**src/rtl/monitor_motor.sv**
```systemverilog
// Coil-pattern monitor for a 4-phase half-step stepper: decodes the coil bus,
// tracks position modulo one revolution, direction, motion and sequencing faults.
module monitor_motor #(
  parameter int PASOS_VUELTA  = 4096,
  parameter int POS_W         = 16,
  parameter int QUIETO_CICLOS = 1_000_000
) (
  input  logic             clk,
  input  logic             rst,
  input  logic [3:0]       M,
  input  logic             borrar,
  output logic [POS_W-1:0] posicion,
  output logic             sentido,
  output logic             paso,
  output logic             en_movimiento,
  output logic             error,
  output logic [7:0]       cont_errores
);

  localparam int QW = $clog2(QUIETO_CICLOS + 1);
  localparam logic [POS_W-1:0] POS_MAX    = POS_W'(PASOS_VUELTA - 1);
  localparam logic [QW-1:0]    QUIET_LOAD = QW'(QUIETO_CICLOS);

  typedef enum logic {INICIO, SEGUIMIENTO} state_t;

  state_t r_state;
  state_t w_nextState;

  logic [3:0]       r_mSync1;
  logic [3:0]       r_mSync2;
  logic [3:0]       r_mPrev;
  logic [2:0]       r_ult;
  logic [POS_W-1:0] r_pos;
  logic             r_sentido;
  logic             r_paso;
  logic             r_error;
  logic [7:0]       r_cont;
  logic [QW-1:0]    r_quiet;

  logic       w_valid;
  logic       w_off;
  logic [2:0] w_idx;
  logic [2:0] w_delta;
  logic       w_chg;
  logic       w_fwd;
  logic       w_rev;
  logic       w_fault;
  logic       w_loadUlt;
  logic       w_step;

  // Two-flop synchronizer; r_mPrev lets a held pattern produce no repeated events.
  always_ff @(posedge clk or posedge rst) begin
    if (rst) begin
      r_mSync1 <= 4'b0000;
      r_mSync2 <= 4'b0000;
      r_mPrev  <= 4'b0000;
    end else begin
      r_mSync1 <= M;
      r_mSync2 <= r_mSync1;
      r_mPrev  <= r_mSync2;
    end
  end

  always_comb begin
    w_valid = 1'b1;
    w_off   = 1'b0;
    w_idx   = 3'd0;
    case (r_mSync2)
      4'b0001: w_idx = 3'd0;
      4'b0011: w_idx = 3'd1;
      4'b0010: w_idx = 3'd2;
      4'b0110: w_idx = 3'd3;
      4'b0100: w_idx = 3'd4;
      4'b1100: w_idx = 3'd5;
      4'b1000: w_idx = 3'd6;
      4'b1001: w_idx = 3'd7;
      4'b0000: begin
        w_valid = 1'b0;
        w_off   = 1'b1;
      end
      default: w_valid = 1'b0;
    endcase
  end

  assign w_delta = w_idx - r_ult;
  assign w_chg   = (r_mSync2 != r_mPrev);
  assign w_step  = w_fwd | w_rev;

  always_ff @(posedge clk or posedge rst) begin
    if (rst) r_state <= INICIO;
    else     r_state <= w_nextState;
  end

  always_comb begin
    w_nextState = r_state;
    if (w_chg) begin
      case (r_state)
        INICIO:      if (w_valid)  w_nextState = SEGUIMIENTO;
        SEGUIMIENTO: if (!w_valid) w_nextState = INICIO;
        default:     w_nextState = INICIO;
      endcase
    end
  end

  // Step and fault strobes are only evaluated when the synchronized pattern changes.
  always_comb begin
    w_fwd     = 1'b0;
    w_rev     = 1'b0;
    w_fault   = 1'b0;
    w_loadUlt = 1'b0;
    if (w_chg) begin
      if (w_valid) begin
        w_loadUlt = 1'b1;
        if (r_state == SEGUIMIENTO) begin
          case (w_delta)
            3'd0:    ;
            3'd1:    w_fwd   = 1'b1;
            3'd7:    w_rev   = 1'b1;
            default: w_fault = 1'b1;
          endcase
        end
      end else if (!w_off) begin
        w_fault = 1'b1;
      end
    end
  end

  always_ff @(posedge clk or posedge rst) begin
    if (rst) begin
      r_ult     <= 3'd0;
      r_sentido <= 1'b1;
      r_paso    <= 1'b0;
    end else begin
      r_paso <= w_step;
      if (w_loadUlt) r_ult <= w_idx;
      if (w_fwd)      r_sentido <= 1'b1;
      else if (w_rev) r_sentido <= 1'b0;
    end
  end

  // A clear request overrides any step or fault landing on the same edge.
  always_ff @(posedge clk or posedge rst) begin
    if (rst) begin
      r_pos   <= '0;
      r_error <= 1'b0;
      r_cont  <= 8'd0;
    end else if (borrar) begin
      r_pos   <= '0;
      r_error <= 1'b0;
      r_cont  <= 8'd0;
    end else begin
      if (w_fwd)      r_pos <= (r_pos == POS_MAX) ? '0 : r_pos + POS_W'(1);
      else if (w_rev) r_pos <= (r_pos == '0) ? POS_MAX : r_pos - POS_W'(1);
      if (w_fault) begin
        r_error <= 1'b1;
        if (r_cont != 8'd255) r_cont <= r_cont + 8'd1;
      end
    end
  end

  always_ff @(posedge clk or posedge rst) begin
    if (rst)                r_quiet <= '0;
    else if (w_step)        r_quiet <= QUIET_LOAD;
    else if (r_quiet != '0) r_quiet <= r_quiet - QW'(1);
  end

  assign posicion      = r_pos;
  assign sentido       = r_sentido;
  assign paso          = r_paso;
  assign en_movimiento = (r_quiet != '0);
  assign error         = r_error;
  assign cont_errores  = r_cont;

endmodule

```
**config.mk**
```make
export PLATFORM = sky130hd
export DESIGN_NAME = monitor_motor
export DESIGN_NICKNAME = d
export VERILOG_FILES = /design/src/rtl/monitor_motor.sv
export SDC_FILE = /design/constraint.sdc
export NUM_CORES = 1
export LEC_CHECK = 0
export ABC_AREA = 1
export CAP_MARGIN = 15
export CORE_MARGIN = 2
export CORE_UTILIZATION = 45
export CTS_CLUSTER_DIAMETER = 120
export DETAILED_ROUTE_END_ITERATION = 12
export GPL_TIMING_DRIVEN = 1
export PLACE_DENSITY_LB_ADDON = 0.2
export REMOVE_ABC_BUFFERS = 1
export SLEW_MARGIN = 30
export SYNTH_ARGS = -nofsm -noshare
export SYNTH_HDL_FRONTEND = slang
export SYNTH_SLANG_ARGS = --single-unit
```
**constraint.sdc**
```tcl
create_clock -name clk -period 8.11 [get_ports clk]
set_clock_uncertainty 0.15 [all_clocks]
set_input_delay 1.622 -clock clk [delete_from_list [all_inputs] [get_ports clk]]
set_output_delay 1.622 -clock clk [all_outputs]
set_load 0.01 [all_outputs]
```
==> run metrics <==
placed wire-length estimate=6420 µm; Worst path slowest cell=clkdlybuf4s50_1; number of pins exceeding their max-slew limit in the final report=0; vias post-DR=3646; Setup Buffers After CTS=0; Vias per Instance=5.17; number of distinct standard cells referenced by the synthesized netlist=31; First DRT Iteration DRCs=202; core area=0.00868 mm²; count of pins on the block boundary=35; overflow left after global routing=0; post-synthesis instance total=561; library cell with the largest summed area after synthesis=dfrtp_1; clock tree from TritonCTS=built; crit path max fanout=4; multi-input combinational cell area=0.00208 mm²; drt wl/cell=12.7 µm; combinational group share of total power=36.7%; flop-to-flop setup slack=4960 ps; fin crit share=50.1%; crit path kind=reg -> out; critical path arrival=2290 ps; most common cell after layout, fill and taps aside=nand2_1; total power=1.19 mW; Die Span X=98.3 µm; first drt pass iteration count=5; sinks on the clock net=63; setup TNS=0 ps; Final Hold Slack=201 ps; worst-path cell chain=inv_1 -> ha_1 -> nand2_1 -> inv_1 -> nand2_1 -> nor3_1 -> nand4_1 -> clkdlybuf4s50_1; total routing resource utilization after global routing=19.9%; register bit total from synthesis=63; final critical path time including I/O delays and setup=4060 ps; family with the most delay on the worst path=buffers and inverters; initial core utilization=46.1%; area growth from synthesis to final layout=15.4%; Switch Pwr=0.469 mW; Reg clk slew, reported paths=70 ps; die height=98.3 µm; worst relative slew slack=47.7%; last weighted congestion value of the routability-driven placer=0.909; area fraction of the dominant cell type after synthesis=38.8%; Seq/Total Area, Yosys=39.5%; number of hold-slack violations in the final timing report=0; register cell area after layout=0.00158 mm²; initial antenna violation count=0; DIE AREA=0.00966 mm²; number of buffers created by CTS=9; number of nets still failing antenna checks after routing=0; cells resized by post-CTS repair=0; Mapped Area=0.00400 mm²; Required @ worst endpoint=6340 ps; Max Clock Freq=0.246 GHz; Max-cap violations=0; areal power density over the cells=258 mW/mm²; sequential share of power=37.5%; status=finished clean; Internal Pwr Total=0.723 mW; largest cells by area after synthesis=dfrtp_1 39%, nand2_1 14%, nand3_1 8.1%, nor2_1 7.4%, xor2_1 6.4%; CTS root buf=clkbuf_8; type of destination of the critical path=primary output; number of nets in the final layout=606; source-to-sink clock delay at the later pin of the worst-skew pair=350 ps; standard-cell rows=34; filler instances=885; Synth Warn #=0; worst-case clock buffer depth=2; type of the most critical hold path=reg -> reg; placed instance count=689; DRC Markers=0; non-filler cells, final=705; top library cells by usage in the layout, fill and taps aside=147 x nand2_1, 79 x nor2_1, 65 x nand3_1; average instance area after synthesis=7.13 µm²; peak per-stage delay on the critical path=520 ps; worst-margin pin slew=784 ps; total buffers and inverters traversed by the critical path=3; first-pass GRT wire length=15700 µm; number of buffer cells added on primary ports=34; static leakage power=2.26 nW; # hold bufs at CTS=0; switching share of power=39.3%; H-tree levels=3; kind of start point of the critical path=flip-flop; clock network fraction of design power=25.8%; Detailed Route WL=8960 µm; final antenna diode count=0; number of global-route vias before repair=3355; maximum number of pins on one net before global-route repair=64; Setup-failing EPs final=0; fraction of final layout cells sized beyond drive strength 1=6.20%; RSZ-0062 raised after global routing=false; VDD IR-drop max=0.118 mV
## per-layer routing
metal	global-route usage, %	vias up	share of wire, %
li1	-	1851	-
met1	27.3	1700	47
met2	31.7	90	48
met3	4.65	5	5.0
met4	5.37	0	0.92
met5	0	-	0
## flip-flops by register name (all words and copies together) (netlist names), 3 cells and up
signal        flops
cont_errores      8
posicion         16
r_mPrev           4
r_mSync1          4
r_mSync2          4
r_quiet          20
r_ult             3
## per-stage QoR
stage | setup WS, ps | cell area, µm² | util (%)
finish | 4050 | 4620 | 53.2
global route | 3830 | 4620 | 53.2
CTS | 4020 | 4620 | 53.2
detailed placement | 4410 | 4390 | 50.6
global placement | 4450 | 4390 | 50.6
floorplan | 4770 | 3910 | -
## area by class of cell
type | count | area share (%)
Clock inverter | 6 | 2.03
Inverter | 68 | 5.58
Tap cell | 108 | 2.93
Sequential cell | 63 | 34.2
Timing Repair Buffer | 35 | 7.54
Clock buffer | 10 | 2.76
Multi-Input combinational cell | 415 | 45.0
## synthesized netlist by cell type
master and number:
nor2_4 2, nand2_2 4, nor2_2 2, inv_2 4, nor3b_1 2, dfrtp_1 62, o211ai_1 1, buf_6 2
nand2_1 147, xnor2_1 4, nor3_1 12, inv_1 63, fa_1 1, o21a_1 1, dfstp_2 1, nand3b_1 4
xor2_1 29, a21oi_1 4, buf_2 7, buf_4 2, o31ai_1 4, nor2_1 79, o21ai_0 23, nand2_4 1
inv_4 1, or2_2 2, ha_1 6, nand4_1 19, clkbuf_1 4, nand3_1 65, nand3_2 3
## cells by family (layout without fill, tap and decap cells)
logic type	count (synthesis)	after routing	synth area share (%)
flops	63	63	39.5
fa+ha+maj	7	7	2.38
simple gates	342	342	37.8
compound gates	33	33	4.51
xor+xnor	33	33	7.23
buf+inv	83	119	8.64
## worst register-to-register path, delay by kind of cell (launching register included)
family | cells | cell delay, ps
adder cells (fa/ha/maj) | 2 | 590
flip-flops | 1 | 460
AO/OA/AOI/OAI | 2 | 240
AND/OR/NAND/NOR | 10 | 1450
buffers and inverters | 3 | 200
## path summary, 6_finish.rpt
| kind | endpoint | cells after the start | start |
|---|---|---|---|
| worst max-delay path | en_movimiento | 8 | r_quiet[0] |
| worst min-delay path | r_mSync2[1] | 0 | r_mSync1[1] |
| worst max register to register | posicion[6] | 17 | r_mSync2[2] |
| worst min register to register | r_mSync2[1] | 0 | r_mSync1[1] |
| max in group asynchronous | r_quiet[0] | 3 | rst |
| min in group asynchronous | posicion[11] | 3 | rst |
## power by group through the flow
stage                     Sequential (mW)  Combinational, mW  Clock, mW
after detailed placement            0.451              0.436          0
after global routing                0.458              0.506      0.331
after floorplan                     0.442              0.323          0
final                               0.447              0.437      0.307
after CTS                           0.447              0.439      0.316
after global placement              0.449              0.430          0
Power figures use the tool's default switching activity.
